### src/rtl/mult_accumulator_if.sv
// rtl/mult_accumulator_if.sv - product/tag input and frame-sum output bundle for mult_accumulator
interface mult_accumulator_if #(
    parameter int WIDTH = 16,
    parameter int ACC_W = 40
);
    logic                  in_valid;
    logic                  in_last;
    logic [2*WIDTH-1:0]    prod;
    logic                  out_valid;
    logic                  out_ready;
    logic [ACC_W-1:0]      out_data;
    logic                  out_sat;
    logic                  overrun;
    logic                  busy;

    modport master (
        output in_valid, in_last, prod, out_ready,
        input  out_valid, out_data, out_sat, overrun, busy
    );

    modport slave (
        input  in_valid, in_last, prod, out_ready,
        output out_valid, out_data, out_sat, overrun, busy
    );
endinterface

### src/rtl/mult_accumulator.sv
// rtl/mult_accumulator.sv - frame dot-product accumulator behind a fixed-latency multiplier (optional MAC_SAT_EN)
module mult_accumulator #(
    parameter int WIDTH    = 16,
    parameter int MULT_LAT = 3,
    parameter int ACC_W    = 40
) (
    input  logic              clk,
    input  logic              rst_n,
    mult_accumulator_if.slave bus
);

    logic [MULT_LAT-1:0] tag_v;
    logic [MULT_LAT-1:0] tag_l;
    logic                tap_v;
    logic                tap_l;
    logic                completion;
    logic                first;
    logic [ACC_W-1:0]    acc;
    logic [ACC_W-1:0]    sum_val;
    logic                out_valid_r;
    logic [ACC_W-1:0]    out_data_r;
    logic                overrun_r;
`ifdef MAC_SAT_EN
    logic [ACC_W:0]      sum_ext;
    logic                sat_now;
    logic                sat_flag;
    logic                out_sat_r;
`endif

    assign tap_v      = tag_v[MULT_LAT-1];
    assign tap_l      = tag_l[MULT_LAT-1];
    assign completion = tap_v & tap_l;

    // Running sum including the product now at the tap; a first term restarts from zero
    always_comb begin
`ifdef MAC_SAT_EN
        sum_ext = (first ? '0 : {1'b0, acc}) + (ACC_W+1)'(bus.prod);
        sum_val = sum_ext[ACC_W] ? '1 : sum_ext[ACC_W-1:0];
        sat_now = sum_ext[ACC_W] | (~first & sat_flag);
`else
        sum_val = (first ? '0 : acc) + ACC_W'(bus.prod);
`endif
    end

    // Tag pipe: delays {in_valid, in_last} to line up with the multiplier product
    always_ff @(posedge clk or negedge rst_n) begin
        if (!rst_n) begin
            tag_v <= '0;
            tag_l <= '0;
        end else begin
            tag_v[0] <= bus.in_valid;
            tag_l[0] <= bus.in_last;
            for (int i = 1; i < MULT_LAT; i++) begin
                tag_v[i] <= tag_v[i-1];
                tag_l[i] <= tag_l[i-1];
            end
        end
    end

    // Accumulator: holds across gaps; the completing sum goes to the output path instead
    always_ff @(posedge clk or negedge rst_n) begin
        if (!rst_n) begin
            acc   <= '0;
            first <= 1'b1;
`ifdef MAC_SAT_EN
            sat_flag <= 1'b0;
`endif
        end else if (tap_v) begin
            first <= tap_l;
            if (!tap_l) begin
                acc <= sum_val;
            end
`ifdef MAC_SAT_EN
            sat_flag <= sat_now;
`endif
        end
    end

    // One-entry result holding register; a completion that finds it full is dropped
    always_ff @(posedge clk or negedge rst_n) begin
        if (!rst_n) begin
            out_valid_r <= 1'b0;
            out_data_r  <= '0;
            overrun_r   <= 1'b0;
`ifdef MAC_SAT_EN
            out_sat_r   <= 1'b0;
`endif
        end else begin
            overrun_r <= 1'b0;
            if (completion && (!out_valid_r || bus.out_ready)) begin
                out_valid_r <= 1'b1;
                out_data_r  <= sum_val;
`ifdef MAC_SAT_EN
                out_sat_r   <= sat_now;
`endif
            end else if (completion) begin
                overrun_r <= 1'b1;
            end else if (out_valid_r && bus.out_ready) begin
                out_valid_r <= 1'b0;
            end
        end
    end

    assign bus.out_valid = out_valid_r;
    assign bus.out_data  = out_data_r;
    assign bus.overrun   = overrun_r;
    assign bus.busy      = (|tag_v) | ~first;
`ifdef MAC_SAT_EN
    assign bus.out_sat   = out_sat_r;
`else
    assign bus.out_sat   = 1'b0;
`endif

endmodule
### src/flat_wrapper.sv
// flat-port wrapper written by rule: the top's interface ports become plain ports
module mult_accumulator_flat 
#(
    parameter int WIDTH    = 16,
    parameter int MULT_LAT = 3,
    parameter int ACC_W    = 40
)
  (clk, rst_n, bus_in_valid, bus_in_last, bus_prod, bus_out_ready, bus_out_valid, bus_out_data, bus_out_sat, bus_overrun, bus_busy);
  mult_accumulator_if #(.WIDTH(WIDTH), .ACC_W(ACC_W)) bus_i ();
  input  logic clk;
  input  logic rst_n;
  input wire logic [$bits(bus_i.in_valid)-1:0] bus_in_valid;
  input wire logic [$bits(bus_i.in_last)-1:0] bus_in_last;
  input wire logic [$bits(bus_i.prod)-1:0] bus_prod;
  input wire logic [$bits(bus_i.out_ready)-1:0] bus_out_ready;
  output wire logic [$bits(bus_i.out_valid)-1:0] bus_out_valid;
  output wire logic [$bits(bus_i.out_data)-1:0] bus_out_data;
  output wire logic [$bits(bus_i.out_sat)-1:0] bus_out_sat;
  output wire logic [$bits(bus_i.overrun)-1:0] bus_overrun;
  output wire logic [$bits(bus_i.busy)-1:0] bus_busy;
  assign bus_i.in_valid = bus_in_valid;
  assign bus_i.in_last = bus_in_last;
  assign bus_i.prod = bus_prod;
  assign bus_i.out_ready = bus_out_ready;
  assign bus_out_valid = bus_i.out_valid;
  assign bus_out_data = bus_i.out_data;
  assign bus_out_sat = bus_i.out_sat;
  assign bus_overrun = bus_i.overrun;
  assign bus_busy = bus_i.busy;
  mult_accumulator #(.WIDTH(WIDTH), .MULT_LAT(MULT_LAT), .ACC_W(ACC_W)) u_core (.clk(clk), .rst_n(rst_n), .bus(bus_i));
endmodule
### config.mk
export PLATFORM = sky130hd
export DESIGN_NAME = mult_accumulator_flat
export DESIGN_NICKNAME = d
export VERILOG_FILES = /design/src/rtl/mult_accumulator_if.sv /design/src/rtl/mult_accumulator.sv /design/src/flat_wrapper.sv
export SDC_FILE = /design/constraint.sdc
export NUM_CORES = 1
export LEC_CHECK = 0
export BUFFER_PORTS_ARGS = -buffer_cell sky130_fd_sc_hd__buf_4
export CORE_UTILIZATION = 56
export CTS_CLUSTER_DIAMETER = 50
export DETAILED_ROUTE_END_ITERATION = 6
export PLACE_DENSITY = 0.75
export SLEW_MARGIN = 15
export SYNTH_ARGS = -nofsm -noshare
export SYNTH_HDL_FRONTEND = slang
export SYNTH_SLANG_ARGS = --single-unit
### constraint.sdc
create_clock -name clk -period 10.1 [get_ports clk]
set_input_delay 1.515 -clock clk [delete_from_list [all_inputs] [get_ports clk]]
set_output_delay 1.515 -clock clk [all_outputs]
set_load 0.02 [all_outputs]
== Word-level counts from Yosys, hierarchy flattened ==
Index checks and enable logic that the tools add are counted.
Cells by class
  eq/ne operators: 1
  reductions and logical operators: 8
  $add $sub $neg: 1
  $mul: 0
  muxes and demuxes: 6
  divide/modulo/power cells: 0
  $lt $le $gt $ge: 0
  shift operators: 0
  bitwise operators: 4
Operators by type and width (number)
  $add A40 B32 Y40: 1
  $mux W40: 1
  $mux W1: 5
  $reduce_and A2 Y1: 2
  $reduce_or A3 Y1: 1
  $logic_and A1 B1 Y1: 2
  $ne A2 B2 Y1 const B: 1
  $not A1 Y1: 2
  $reduce_bool A2 Y1: 1
  $and A1 B1 Y1: 1
  $logic_not A1 Y1: 1
  $logic_or A1 B1 Y1: 1
  $or A1 B1 Y1: 1
Word-level totals
  memories: 0
  latch bits: 0
  RAM bits: 0
  word-level logic and storage cells: 27
  memory bits (read-only): 0
  register bits after elaboration: 89
  bits of input ports: 37

== Longest topological paths before layout ==
  word-level depth: 5
  gate-level depth with buffers: 14

== Least setup slack after synthesis ==
OpenSTA, ideal clock, no wires.
  path type: in2reg
  from: input bus_prod[0]
  to: register u_core.acc[32]
  required time: 9.973 ns
  path buffers: 0
  stages: 10
  setup slack: 6.359 ns
  data arrival time: 3.615 ns
  cells stage by stage: ha_1 fa_1 a211oi_1 o21ai_1 a31oi_2 o211a_1 o21ai_2 a21oi_4 nor2_1 a221o_2
On the way
  word-level cells in the longest chain between the ends: 1
RTL lines
  start, declared: line flat_wrapper.sv:14  | input wire logic [$bits(bus_i.prod)-1:0] bus_prod;
  $add A40 B32 Y40: line mult_accumulator.sv:41  | sum_val = (first ? '0 : acc) + ACC_W'(bus.prod);
  end signal, assigned: line mult_accumulator.sv:71  | acc <= sum_val;
  end, declared: line mult_accumulator.sv:18  | logic [ACC_W-1:0] acc;
Every way passes these cells.
A chain may end at the register's enable or synchronous reset.

== Final worst setup path ==
  from: input bus_prod[0]
  to: register u_core.acc[28]
Same word-level chain as after synthesis.

==> results.md <==
* Max-Cap Viols at 0
* CTS tree: built
* Hold Buf Count CTS at 0
* Register area share after synthesis at 0.4002
* Combinational Power Share at 0.506
* Post-Syn Area per Cell at 8.754 sq um
* Sink Count at 89
* PwrDens at 263.9 nW/um^2
* Pwr Total at 1687 uW
* Routed WL per cell at about 15 microns
* Global Route met2 Usage at 0.4168
* Class of the most critical setup path: in2reg
* Sw frac at 0.4160
* Syn_nets at 706
* Synth top cells by count: 105 x nand2_1, 88 x dfrtp_1, 82 x o21ai_0, 41 x a21oi_1, 41 x nor2b_1
* Drt pass-1 iters at 5
* Via count at around 4800
* Post_cts resized at 0
* Met3 usage at 0.05038
* Reg power frac at 0.337
* H-tree levels at 3
* Die area at 10340 sq um
* Most frequent cell after synthesis: nand2_1
* Die X at between 100 and 150 microns
* Drt drc at 0
* TNS Setup at 0 ps
* Busiest grt layer: met2
* Fraction of layout instances using a drive strength above 1 at 0.1786
* Final worst setup slack at about 6300 ps
* Required time of the critical path at roughly 10000 ps
* Yosys top cell area share at 0.3955
* Antenna diodes at 0
* Syn Std Cell Area at 5568 sq um
* Count of final hold-check violations at 0
* Vias per Instance at 5.705
* Global routing met1 resource utilization at 0.3432
* Vias in the first global route at 4510
* Final Cycle Share at 0.3780
* Static Leakage at ~0.0030 uW
* Pin count of the biggest net entering global routing at a little under 80
* Max IR drop VDD at 0.1231 mV
* Unrepaired setup endpoints after global routing: no
* Ys Warns at 0
* DRT Wirelength at 12.50 mm
* Cell accounting for the most synthesized area: dfrtp_1
* Area Growth Syn to Fin at 14.81%
* Post-synthesis cell type count at 69
* Routability congestion estimate at between 0.8 and 0.9
* Cell row count at 36
* Skew-Pair Late Insertion Delay at 370 ps
* Crit. End Element: flip-flop
* Clk network pwr share at 0.157
* Clk buf depth at 2
* Ys async rst share at 1.000
* Max-slew violations at 0
* Final nets at 765
* First-pass GRT wire length at 20.78 mm
* Worst min-delay path category: reg2reg
* Fin util at 0.6601
* Crit path max fanout at 5
* DRT antenna net count at 0
* Total global-route track usage at 0.2551
* Number of synthesized flops with an enable pin at 0
* Post-synthesis instance total at 636
* Final Setup Violations at 0
* Num ports at a little over 80
* Initial Util at 0.5749
* IO Port Bufs at 79
* Synthesized flop and latch total at 89
* Worst rel slew slack at 0.3855
* Final Cell Area at 6392 sq um
* Status: finished, final reports clean
* Starting DRT DRC Count at 158
* Total congestion overflow at 0
* Setup bufs post-CTS at 0
* Final Skew at 11.02 ps
* Worst Path Arrival at 4030 ps
* Num CTS Buffers at 9
* DP HPWL at 8.871 mm
* Core area at 9684 sq um
* CP startpoint kind: input pin
* Setup slack at placement at 5913 ps
* NetSw at about 700 uW
* Cell Area, Placed at 6176 sq um
* Main synth FF type: dfrtp_1
* Clock slew at reported path FFs at ~80 ps
* Min Tclk post-route at 3818 ps
* FMAX at around 260 MHz
* Synth top area cells: dfrtp_1 40%, o21ai_0 7.4%, ha_1 7.2%
* Clock root buffer: clkbuf_8
* Worst-margin pin slew at 919.9 ps
* Number of antenna violations at the first check in global routing at 0
* Pint at just under 1000 uW
* DIE HEIGHT at between 100 and 150 microns
==> through the flow <==
stage / cells / hold slack, ps
detailed placement: 817 / 337.1
finish: 833 / 359.2
global route: 833 / 375.5
CTS: 833 / 360.3
global placement: 817 / 335.7
floorplan: 636 / 331.2
==> critical path, stage by stage <==
cell and delay, ps:
buf_4 120, ha_1 220, fa_1 430, a211oi_1 290, o21ai_1 140, a31oi_2 290
a311oi_1 210, nor2_1 330, o21ai_0 180, xnor2_1 200, o21ai_0 110
==> final timing paths <==
kind                                      start  cells past startpoint                       to  slack (ps)
worst max-delay path                bus_prod[0]                     11           u_core.acc[28]        6280
worst min-delay path            u_core.tag_l[0]                      0          u_core.tag_l[1]         360
worst max register to register     u_core.first                     12           u_core.acc[28]        6440
worst min register to register  u_core.tag_l[0]                      0          u_core.tag_l[1]         360
max in group asynchronous                 rst_n                      2  u_core.bus.out_data[24]        7950
min in group asynchronous                 rst_n                      1            u_core.acc[7]        1120
==> power groups by stage <==
stage | registers [uW] | clock network, uW | logic, uW
CTS | 569 | 272 | 855
finish | 568 | 265 | 854
global route | 587 | 286 | 953
detailed placement | 575 | 0 | 849
floorplan | 645 | 0 | 532
global placement | 569 | 0 | 835
==> state kept, by name (all words and copies together), names as in the netlist <==
signal	count
u_core.first	1
u_core.acc	40
u_core.tag_l	3
u_core.tag_v	3
u_core.bus.overrun	1
u_core.bus.out_data	40
u_core.bus.out_valid	1
==> cell families after synthesis <==
logic type               Yosys count  synth area share
AND/OR/NAND/NOR                  241            0.2175
AO/OA/AOI/OAI                    199            0.2211
flip-flops                        89            0.4002
buffers and inverters             44           0.03910
adder cells (fa/ha/maj)           33           0.07551
XOR/XNOR                          28           0.04404
other                              1         0.0006735
multiplexers                       1          0.001798
==> final cells by class <==
type	instances	area, sq um
Fill cell	830	3292
Multi-Input combinational cell	503	3124
Sequential cell	89	2228
Timing Repair Buffer	83	623.1
Clock buffer	13	168.9
Tap cell	133	166.4
Clock inverter	3	47.55
Inverter	9	33.78
==> layout by cell type, fill, tap and decap left out, drive strengths merged, types with 5 or more instances in the layout <==
cell and n:
a21o 15, a21oi 43, a221o 5, a31oi 12
and2 6, and3 7, buf 83, clkbuf 13
dfrtp 88, ha 32, inv 9, nand2 105
nand2b 9, nand3 16, nand4 5, nor2 19
nor2b 41, nor3 8, o21ai 88, o21bai 6
or3 6, xnor2 17, xor2 11
==> metal layers <==
layer / routed length, microns / part of all wire / vias to the layer above
met1: 5697 / 0.46 / 2241
met5: 0 / 0 / -
met4: 162 / 0.013 / 0
met3: 689 / 0.055 / 17
met2: 5950 / 0.48 / 135
li1: - / - / 2359
Power figures use the tool's default switching activity.
